[src/rtl/sync_fifo_param.sv]
// Parametrised single-clock FIFO with programmable thresholds, occupancy,
// overflow/underflow pulses and an optional first-word-fall-through read port.
module sync_fifo_param #(
  parameter int DATA_W    = 32,
  parameter int DEPTH     = 16,
  parameter int AF_THRESH = DEPTH - 2,
  parameter int AE_THRESH = 2,
  parameter int FWFT      = 0
) (
  input  logic                   clk,
  input  logic                   rst,
  input  logic                   wr_en,
  input  logic [DATA_W-1:0]      wr_data,
  input  logic                   rd_en,
  output logic [DATA_W-1:0]      rd_data,
  output logic                   rd_valid,
  output logic                   full,
  output logic                   empty,
  output logic                   almost_full,
  output logic                   almost_empty,
  output logic [$clog2(DEPTH):0] count,
  output logic                   overflow,
  output logic                   underflow
);

  localparam int AW = $clog2(DEPTH);
  localparam int CW = AW + 1;

  generate
    if (DEPTH < 2 || (DEPTH & (DEPTH - 1)) != 0) begin : g_bad_depth
      $error("sync_fifo_param: DEPTH must be a power of 2 and >= 2");
    end
    if (AF_THRESH < 1 || AF_THRESH > DEPTH) begin : g_bad_af
      $error("sync_fifo_param: AF_THRESH out of range 1..DEPTH");
    end
    if (AE_THRESH < 0 || AE_THRESH > DEPTH - 1) begin : g_bad_ae
      $error("sync_fifo_param: AE_THRESH out of range 0..DEPTH-1");
    end
    if (DATA_W < 1) begin : g_bad_w
      $error("sync_fifo_param: DATA_W must be >= 1");
    end
  endgenerate

  logic [DATA_W-1:0] r_mem [DEPTH];
  logic [AW-1:0]     r_wr_ptr;
  logic [AW-1:0]     r_rd_ptr;
  logic [CW-1:0]     r_count;
  logic              r_overflow;
  logic              r_underflow;

  logic w_full;
  logic w_empty;
  logic w_wr_acc;
  logic w_rd_acc;

  // Acceptance is decided from the pre-edge flags only, so a full FIFO
  // never takes a write even when a read frees a slot in the same cycle.
  assign w_full   = (r_count == CW'(DEPTH));
  assign w_empty  = (r_count == '0);
  assign w_wr_acc = wr_en & ~w_full;
  assign w_rd_acc = rd_en & ~w_empty;

  always_ff @(posedge clk) begin
    if (rst) begin
      r_wr_ptr    <= '0;
      r_rd_ptr    <= '0;
      r_count     <= '0;
      r_overflow  <= 1'b0;
      r_underflow <= 1'b0;
    end else begin
      r_overflow  <= wr_en & w_full;
      r_underflow <= rd_en & w_empty;
      if (w_wr_acc) r_wr_ptr <= r_wr_ptr + AW'(1);
      if (w_rd_acc) r_rd_ptr <= r_rd_ptr + AW'(1);
      case ({w_wr_acc, w_rd_acc})
        2'b10:   r_count <= r_count + CW'(1);
        2'b01:   r_count <= r_count - CW'(1);
        default: r_count <= r_count;
      endcase
    end
  end

  // Storage has no reset so it maps onto RAM primitives.
  always_ff @(posedge clk) begin
    if (w_wr_acc) r_mem[r_wr_ptr] <= wr_data;
  end

  generate
    if (FWFT == 0) begin : g_std_read
      logic [DATA_W-1:0] r_rd_data;
      logic              r_rd_valid;

      always_ff @(posedge clk) begin
        if (rst) begin
          r_rd_data  <= '0;
          r_rd_valid <= 1'b0;
        end else begin
          r_rd_valid <= w_rd_acc;
          if (w_rd_acc) r_rd_data <= r_mem[r_rd_ptr];
        end
      end

      assign rd_data  = r_rd_data;
      assign rd_valid = r_rd_valid;
    end else begin : g_fwft_read
      // Head word is presented continuously; rd_en only pops it.
      assign rd_data  = r_mem[r_rd_ptr];
      assign rd_valid = ~w_empty;
    end
  endgenerate

  assign full         = w_full;
  assign empty        = w_empty;
  assign almost_full  = (r_count >= CW'(AF_THRESH));
  assign almost_empty = (r_count <= CW'(AE_THRESH));
  assign count        = r_count;
  assign overflow     = r_overflow;
  assign underflow    = r_underflow;

endmodule

[config.mk]
export PLATFORM = sky130hd
export DESIGN_NAME = sync_fifo_param
export DESIGN_NICKNAME = d
export VERILOG_FILES = /design/src/rtl/sync_fifo_param.sv
export SDC_FILE = /design/constraint.sdc
export NUM_CORES = 1
export LEC_CHECK = 0
export BUFFER_PORTS_ARGS = -buffer_cell sky130_fd_sc_hd__buf_2
export CORE_UTILIZATION = 58
export CTS_BUF_LIST = sky130_fd_sc_hd__clkbuf_8
export CTS_CLUSTER_SIZE = 8
export DETAILED_ROUTE_END_ITERATION = 6
export GPL_TIMING_DRIVEN = 0
export PLACE_DENSITY = 0.78
export SLEW_MARGIN = 20
export SYNTH_ARGS = -nofsm -noshare
export SYNTH_HDL_FRONTEND = slang
export SYNTH_SLANG_ARGS = --single-unit
export TNS_END_PERCENT = 5
[constraint.sdc]
create_clock -name clk -period 3.7 [get_ports clk]
set_input_delay 0.185 -clock clk [delete_from_list [all_inputs] [get_ports clk]]
set_output_delay 0.185 -clock clk [all_outputs]
set_load 0.02 [all_outputs]
# Word-level counts from Yosys, hierarchy flattened
# Memories as Yosys holds them, arrays and structs flattened. A register that Yosys moved wholly into a read port is not among the register bits.
# Index checks and enable logic that the tools add are counted.
classes:
  addsub: 4
  magnitude_cmp: 2
  n_eq_ne: 3
  mux: 3
  bitwise: 6
  n_reduce_logical: 2
ops:
  columns: ["operator", "n"]
  rows:
  - ["one-hot mux 5 bit (2 select lines)", 1]
  - ["adder 4 x 1 -> 4 bit (second input constant)", 2]
  - ["adder 5 x 1 -> 5 bit (second input constant)", 1]
  - ["equality test 5 bit (second input constant)", 1]
  - [">= comparator 5 x 4 -> 1 bit (second input constant)", 1]
  - ["<= comparator 5 x 2 -> 1 bit (second input constant)", 1]
  - ["zero test 5 bit", 1]
  - ["subtractor 5 x 1 -> 5 bit (second input constant)", 1]
  - ["AND 1 bit", 4]
  - ["equality test 2 x 1 -> 1 bit (second input constant)", 1]
  - ["equality test 2 bit (second input constant)", 1]
  - ["2-to-1 mux 1 bit", 2]
  - ["inverter 1 bit", 2]
  - ["nonzero test 2 bit", 1]
totals:
  reg_bits: 16
  mem_bits_rw: 512
  in_bits: 36
  out_inout_bits: 44
  wordCells: 27
  n_memories: 1
mem_list:
  columns: ["name", "depth", "width", "read_ports", "rd_ports_with_merged_regs", "write_ports", "line", "rtl"]
  rows:
  - ["r_mem", 16, 32, 1, 1, 1, "44", "logic [DATA_W-1:0] r_mem [DEPTH];"]

# Depth between registers and ports, before layout
# Gate-level depths: netlist of run 1.
depth:
  depth_word: 5
  ltp_mapped: 13

# Worst setup path before layout of run 1
# No wires, ideal clock.
synth_path:
  path_type: "register to register"
  from: "register r_count[2] (netlist: count[2])"
  to: "memory r_mem[3][0] (enable)"
  setup_time_ns: 0.461
  t_arrival_ns: 3.620
  setup_slack_ns: -0.381
  path_stages_with_launch: 6
  period_less_slack_ns: 4.081
  path_cell_list: "dfxtp_1 > buf_2 > nor4_1 > a21boi_1 > nand2_1 > nor3_1"
synth_via:
  elab_chain_len: 5
synth_rtl:
  columns: ["element", "line", "rtl"]
  rows:
  - ["start: declaration", "47", "logic [CW-1:0] r_count;"]
  - ["start signal: assignment", "76", "2'b10: r_count <= r_count + CW'(1);"]
  - ["start signal: assignment", "77", "2'b01: r_count <= r_count - CW'(1);"]
  - ["start signal: assignment", "78", "default: r_count <= r_count;"]
  - ["equality test 5 bit", "58", "assign w_full = (r_count == CW'(DEPTH));"]
  - ["inverter 1 bit", "60", "assign w_wr_acc = wr_en & ~w_full;"]
  - ["AND 1 bit", "60", null]
  - ["2-to-1 mux 1 bit", "85", "if (w_wr_acc) r_mem[r_wr_ptr] <= wr_data;"]
  - ["2-to-1 mux 1 bit (not written as such)", "85", null]
  - ["end: declaration", "44", null]
# No other way between the ends.

# Final worst setup path of run 1
layout_path:
  from: "register r_count[2] (netlist: count[2])"
  to: "register r_count[4] (netlist: count[4])"
layout_via:
  elab_chain_len: 5
  elab_cells_between_ends: 12
  cone_classes: "add/sub (2); eq/ne (3); mux (1); bitwise (4); reduce/logical (2)"
layout_rtl:
  columns: ["element", "line", "rtl"]
  rows:
  - ["equality test 5 bit / zero test 5 bit (equally long branches)", "58, 59", null]
  - ["inverter 1 bit (on tied branches)", "60, 61", null]
  - ["AND 1 bit (on tied branches)", "60, 61", null]
  - ["equality test 2 x 1 -> 1 bit / equality test 2 bit (equally long branches)", "75", "case ({w_wr_acc, w_rd_acc})"]
  - ["one-hot mux 5 bit (2 select lines) / nonzero test 2 bit (equally long branches)", null, null]
# Several ways; a longest one is shown, not always the timed one.
# A chain may end at the register's enable or synchronous reset.

==> results of run 1 <==
==> worst reg2reg max path, stage by stage (launching register included) <==
cell	delay [ps]
dfxtp_1	350
buf_2	200
nor4_1	80
a21boi_1	610
inv_1	150
ha_1	260
clkbuf_1	200
xor2_1	190
ha_1	210
a21oi_1	190
nand2b_1	80
a21o_1	180
a21oi_1	170
mux2_2	360
==> area by class of cell <==
type | instances | area share [%]
buffer | 54 | 1.13
tap | 468 | 2.35
timing repair buffer | 139 | 4.76
clock buffer | 93 | 5.13
sequential | 560 | 65.5
multi-input combinational | 386 | 20.0
clock inverter | 64 | 1.03
inverter | 5 | 0.0753
==> per-layer routing <==
metal / global-route usage [%] / wire length (um) / vias up
met5: 0 / 0 / -
met4: 8.79 / 972 / 0
met3: 5.03 / 3110 / 82
met2: 39.8 / 22300 / 437
met1: 32.2 / 17900 / 5595
li1: - / - / 4587
==> sequential cells by signal (all words and copies together) (netlist names) <==
name	count
rd_valid	1
r_rd_ptr	4
r_mem	512
r_wr_ptr	4
overflow	1
count	5
underflow	1
rd_data	32
==> power breakdown <==
group          leakage, nW  switching (W)  total, W  internal [W]
Sequential            5.02       0.000187   0.00743       0.00725
Clock                0.972        0.00224   0.00455       0.00231
Combinational         2.36        0.00168   0.00306       0.00138
==> cells by family (layout without fill, tap and decap cells) <==
logic type | Yosys count | in the layout
mux | 194 | 194
xor+xnor | 9 | 9
simple gates | 124 | 124
compound gates | 50 | 50
buf+inv | 59 | 355
flops | 560 | 560
fa+ha+maj | 9 | 9
==> stage by stage <==
stage | setup WS [ps] | instance area [sq um] | total power (W) | hold WS, ps | utilization [%]
2_1_floorplan | -339 | 21500 | 0.00968 | 284 | -
3_3_place_gp | -2730 | 22500 | 0.0105 | 464 | 61.6
3_5_place_dp | 418 | 23100 | 0.0106 | 468 | 63.1
4_1_cts | 367 | 24900 | 0.0152 | 116 | 68.3
5_1_grt | 80.8 | 24900 | 0.0156 | 113 | 68.3
6_report | 351 | 24900 | 0.0150 | 102 | 68.3
==> worst max-delay path by stage <==
stage,end,slack [ps],depth (start not counted)
2_1_floorplan,r_mem[0][0]$_DFFE_PP_,-340,5
6_report,count[4]$_SDFFE_PP0P_,350,13
4_1_cts,count[4]$_SDFFE_PP0P_,370,13
5_1_grt,count[4]$_SDFFE_PP0P_,80,13
3_5_place_dp,count[4]$_SDFFE_PP0P_,420,13
3_3_place_gp,r_mem[0][22]$_DFFE_PP_,-2730,5
==> layout by cell type (no fill, tap or decap), drive strengths merged <==
cell,netlist,layout
dlygate4sd3,0,34
mux2i,1,1
nand4,2,2
nor3b,3,3
ha,9,9
o22ai,2,2
o21ai,3,3
nor2,27,27
a22oi,33,33
mux4,128,128
a21oi,6,6
dfxtp,48,48
a31o,1,1
nor2b,2,2
buf,25,130
nand2b,5,5
nor4,2,2
edfxtp,512,512
xnor2,2,2
clkinv,0,9
a21boi,1,1
nor4b,1,1
or3,1,1
inv,5,58
a21o,2,2
mux2,65,65
nand2,75,75
or4,1,1
a2111oi,1,1
clkinvlp,0,2
xor2,7,7
clkbuf,29,122
a211o,1,1
nor3,5,5
==> qor.csv, run 1 <==
stage,metric,value,unit
outcome,status,"finished, final reports clean",
yosys,Syn. warnings,0,
setup_path,Buf/Inv on CP,3,
timing,slew at the pin with the worst max-slew slack,1110,ps
die,Core Region,36500,sq um
drt,drt drc,0,
place,Post-DP HPWL,27700,um
drt,Total Wirelength,44300,um
yosys,Synth Instances,1005,
grt,grt ovf,0,
clock_network,Inserted Clock Buffers,87,
drt,Antenna Nets Post-Route,0,
setup_path,CP Class,reg -> reg,
yosys,most frequent cell after synthesis,edfxtp_1,
clock_network,CTS resizes,0,
timing,final hold violations,0,
flow_run,max_cap viols,0,
clock_network,CTS Hold Bufs,34,
drt,Vias,10700,
setup_path,Crit. End Element,register,
yosys,largest family of logic cells by synthesized area,multiplexers,
setup_path,WP data required,4210,ps
die,IO Pins,80,
yosys,multiplexer area fraction after synthesis,16.9,%
pwr,LEAKAGE,8.35,nW
drt,Vias/cell,6.05,
cells_and_area,final instance count without filler cells,1769,
grt,antenna violations before repair,0,
setup_path,reg2reg path depth,13,
pwr,worst ir drop on vdd,0.344,mV
timing,Setup TNS,0,ps
grt,Total Routing Usage GR,24.1,%
timing,final setup fails,0,
drt,wire per inst,25.1,um
yosys,Syn Area/Cell,21.4,sq um
timing,fmax,299,MHz
place,gpl congestion,0.764,
clock_network,CTS sink cnt,560,
clock_network,CTS tree,yes,
yosys,synth cell count leaders,"edfxtp_1 (512), mux4_2 (128), nand2_1 (75)",
die,cell row count,70,
die,total die area,37900,sq um
cells_and_area,Area growth syn-to-layout,15.9,%
pwr,P per Cell Area,603,nW/um^2
timing,Max transition margin,25.6,%
setup_path,worst reg2reg path endpoint,count[4]$_SDFFE_PP0P_,
timing,minimum clock period,3350,ps
worst_hold_path,class of the worst hold path,in -> reg,
cells_and_area,layout cells sized above 1,36.3,%
yosys,Yosys top cell area share,71.5,%
setup_path,crit path max fanout,10,
cells_and_area,Register Area,16300,sq um
die,Die X,195,um
cells_and_area,ant diodes,0,
die,die height,195,um
drt,DR iter-0 viols,977,
setup_path,Critical path origin,count[2]$_SDFFE_PP0P_,
setup_path,cell family with most CP delay,compound AO/OA/AOI/OAI gates,
worst_hold_path,Hold Crit Start,rst,
yosys,Mapped Area,21500,sq um
yosys,Post-Synth XOR/XNOR Area,0.366,%
yosys,Synth area leader,edfxtp_1,
yosys,Synth Area in Simple Gates,2.52,%
timing,RSZ-0062 raised after global routing,false,
cells_and_area,fill count,2244,
clock_network,"Clk Latency, worst-skew pair",630,ps
drt,TritonRoute pass-1 iters,5,
yosys,Post-synth EDFFs,512,
setup_path,crit start category,register,
yosys,"Distinct cells, synth",38,
yosys,async set-reset flop share out of synthesis,0,%
setup_path,Worst Path Arrival,3860,ps
yosys,Synth Area in Compound Gates,2.40,%
setup_path,Worst R2R Setup Slack,350,ps
setup_path,critical-path cell list,"buf_2, nor4_1, a21boi_1, inv_1, ha_1, clkbuf_1, xor2_1, ha_1, a21oi_1, nand2b_1, a21o_1, a21oi_1, mux2_2",
die,Initial Utilization,58.9,%
worst_hold_path,Worst Hold Path Cells,4,
timing,fin crit share,90.5,%
clock_network,setup repair bufs after CTS,0,
place,number of port buffers,79,
timing,clock skew,23.8,ps
worst_hold_path,hold path endpoint,rd_data[12]$_SDFFE_PP0P_,
grt,global-route wire length before repair,66500,um
grt,vias in the first global route,11200,
clock_network,Clk Tree Root Cell,clkbuf_8,
cells_and_area,Multi-input gate area,4990,sq um
yosys,Post-Synth Adder-Cell Area,0.524,%
grt,largest net degree at the start of global routing,19,
setup_path,slowest cell delay on critical path,610,ps
clock_network,H-tree depth,3,
yosys,top post-synthesis cells by area,"edfxtp_1 (71%), mux4_2 (13%), dfxtp_1 (4.5%)",
cells_and_area,Final nets,1278,
yosys,Yosys reg bits,560,
yosys,Post-Synthesis Net Count,1050,
place,post-placement cell count,1578,
timing,number of max-slew violations in the final report,0,
clock_network,Longest Clk Path Bufs,3,
setup_path,FF-to-FF Start,count[2]$_SDFFE_PP0P_,
setup_path,CP max-delay cell,a21boi_1,
yosys,predominant post-synthesis flop cell,edfxtp_1,
yosys,post-synthesis sequential area ratio,75.9,%
clock_network,"Reg clk slew, reported paths",60,ps
Power figures use the tool's default switching activity.
==> inputs of run 2 (changes only) <==
--- a/config.mk
+++ b/config.mk
@@ -5,6 +5,7 @@
 export SDC_FILE = /design/constraint.sdc
 export NUM_CORES = 1
 export LEC_CHECK = 0
+export ABC_AREA = 1
 export BUFFER_PORTS_ARGS = -buffer_cell sky130_fd_sc_hd__buf_2
 export CORE_UTILIZATION = 58
 export CTS_BUF_LIST = sky130_fd_sc_hd__clkbuf_8
==> run 2 against run 1 <==
Effect of this change:
- worst hold slack better by 370 ps
- combinational power increased by 75%
- register-to-register slack better by 660 ps
- critical path depth is 2 higher
- cell count grew 76%
- highest routed layer unchanged
==> qor.csv, run 2 <==
stage,metric,value,unit
yosys,async set-reset flop share out of synthesis,0,%
pwr,Tot Pwr,0.0173,W
cells_and_area,Area growth syn-to-layout,14.6,%
place,post-placement cell count,2933,
cells_and_area,final core occ,68.1,%
die,IO Pins,80,
yosys,synth cell count leaders,"nand2_1 (832), edfxtp_1 (512), nand3_1 (361)",
drt,wire per inst,21.6,um
drt,Total Wirelength,67400,um
cells_and_area,layout cells sized above 1,11.7,%
grt,vias in the first global route,17300,
drt,Vias/cell,5.68,
worst_hold_path,class of the worst hold path,in -> reg,
timing,final setup fails,0,
flow_run,max_cap viols,0,
die,cell row count,73,
yosys,post-synthesis sequential area ratio,68.4,%
outcome,status,"finished, final reports clean",
die,total die area,42000,sq um
cells_and_area,final instance count without filler cells,3122,
yosys,Synth area leader,edfxtp_1,
timing,Max transition margin,29.6,%
yosys,Synth Instances,2311,
timing,RSZ-0062 raised after global routing,false,
pwr,P per Cell Area,632,nW/um^2
grt,grt ovf,0,
timing,slew at the pin with the worst max-slew slack,1060,ps
place,Post-Place Setup Slack,1070,ps
place,gpl congestion,0.889,
drt,Vias,17700,
cells_and_area,Final nets,2578,
die,Core Region,40200,sq um
timing,fmax,372,MHz
pwr,LEAKAGE,11.9,nW
grt,antenna violations before repair,0,
setup_path,crit start category,register,
yosys,Mapped Area,23900,sq um
timing,final hold violations,0,
timing,WHS,467,ps
cells_and_area,fill count,2850,
setup_path,Crit. End Element,register,
yosys,Syn Area/Cell,10.3,sq um
place,number of port buffers,79,
cells_and_area,largest reg by FF count,r_mem,
die,Die X,205,um
die,die height,205,um
drt,TritonRoute pass-1 iters,6,
clock_network,setup repair bufs after CTS,0,
setup_path,Worst R2R Setup Slack,1010,ps
clock_network,CTS sink cnt,560,
yosys,Yosys reg bits,560,
yosys,most frequent cell after synthesis,nand2_1,
clock_network,Longest Clk Path Bufs,3,
setup_path,WP data required,4180,ps
die,Initial Utilization,59.4,%
yosys,Syn. warnings,0,
yosys,Yosys top cell area share,64.4,%
pwr,worst ir drop on vdd,0.356,mV
timing,clock skew,29.8,ps
clock_network,"Reg clk slew, reported paths",70,ps
clock_network,"Clk Latency, worst-skew pair",640,ps
grt,Total Routing Usage GR,32.7,%
clock_network,Clk Tree Root Cell,clkbuf_8,
yosys,Post-Synthesis Net Count,2356,
cells_and_area,"most common cell after layout, fill and taps aside",nand2_1,
clock_network,CTS tree,yes,
clock_network,Inserted Clock Buffers,86,
clock_network,H-tree depth,3,
timing,number of max-slew violations in the final report,0,
place,Post-DP HPWL,42900,um
grt,global-route wire length before repair,99700,um
drt,DR iter-0 viols,2400,
timing,minimum clock period,2690,ps
drt,drt drc,0,
timing,Final WS setup,1010,ps
setup_path,Worst Path Arrival,3170,ps
cells_and_area,max FFs per register,512,
setup_path,crit path max fanout,11,
yosys,top post-synthesis cells by area,"edfxtp_1 (64%), nand2_1 (13%), nand3_1 (7.6%)",
yosys,Post-synth EDFFs,512,
setup_path,CP Class,reg -> reg,
yosys,predominant post-synthesis flop cell,edfxtp_1,
cells_and_area,"commonest cells after routing, fill and taps aside","nand2_1 (832), edfxtp_1 (512), inv_1 (363), nand3_1 (361), buf_2 (130)",
grt,largest net degree at the start of global routing,23,
drt,Antenna Nets Post-Route,0,
timing,fin crit share,72.6,%
yosys,"Distinct cells, synth",29,
-- run 2: cell count changes in the layout (fill, tap and decap cells not counted), sizes merged, moves of 6 or more --
cell	previous run	this run
nor2	27	85
inv	58	367
mux4	128	0
a22oi	33	0
clkbuf	122	105
mux2	65	0
buf	130	200
nand3	0	361
nand2	75	835
a21oi	6	12
-- run 2: area by class of cell --
class                      count  area, sq um  area share, %
antenna                        1         2.50        0.00915
buffer                       117          758           2.77
clock buffer                  91         1250           4.58
clock inverter                60          233          0.851
inverter                     314         1190           4.34
multi-input combinational   1320         5710           20.9
sequential                   560        16300           59.7
tap                          525          657           2.40
timing repair buffer         134         1220           4.45
-- run 2: what timing repair did --
action / CTS / global route
gates resized for setup: 0 / 0
hold buffers: 37 / 0
endpoints found under the hold margin: 523 / 0
-- run 2: stage by stage --
stage	TNS, ps	area, sq um
after CTS	0	27300
after detailed placement	0	25500
after global placement	-337800	24900
after global routing	0	27300
final	0	27400
after floorplan	0	23900
-- run 2: worst paths after layout --
| check | start | to | cells after the start |
|---|---|---|---|
| setup / recovery | count[4]$_SDFFE_PP0P_ | count[4]$_SDFFE_PP0P_ | 15 |
| hold / removal | wr_data[10] | r_mem[9][10]$_DFFE_PP_ | 2 |
| setup reg to reg | count[4]$_SDFFE_PP0P_ | count[4]$_SDFFE_PP0P_ | 15 |
| hold reg to reg | r_wr_ptr[2]$_SDFFE_PP0P_ | r_wr_ptr[2]$_SDFFE_PP0P_ | 2 |
-- run 2: logic make-up after synthesis --
logic type	count (synthesis)	share of synthesized area, %
and+or+nand+nor	1284	22.3
AOI/OAI and AO/OA	22	0.498
DFF	560	68.4
adders and majority gates	9	0.472
buffers and inverters	431	8.15
xor gates and xnor gates	5	0.183
-- run 2: report_power, final --
group	total [W]	internal (W)	switching (W)
Combinational	0.00535	0.00159	0.00376
Sequential	0.00738	0.00722	0.000157
Clock	0.00455	0.00225	0.00230
-- run 2: metal layers --
| metal | global-route usage (%) | up-vias | part of all wire, % |
|---|---|---|---|
| li1 | - | 7937 | - |
| met4 | 18.5 | 0 | 5.2 |
| met1 | 41.5 | 8218 | 36 |
| met3 | 6.84 | 247 | 13 |
| met2 | 52.5 | 1319 | 46 |
| met5 | 0 | - | 0 |
-- run 2: worst max-delay path: stages (launching register included) --
cell and delay, ps:
dfxtp_1 440, inv_1 120, nand4_4 120, nand2_4 110, inv_4 130, buf_2 320, ha_1 360, xor2_1 240
ha_1 180, inv_1 40, nand2_1 100, nand3_1 100, nand3b_1 100, nand2_1 60, nand2_1 50, a21oi_1 60
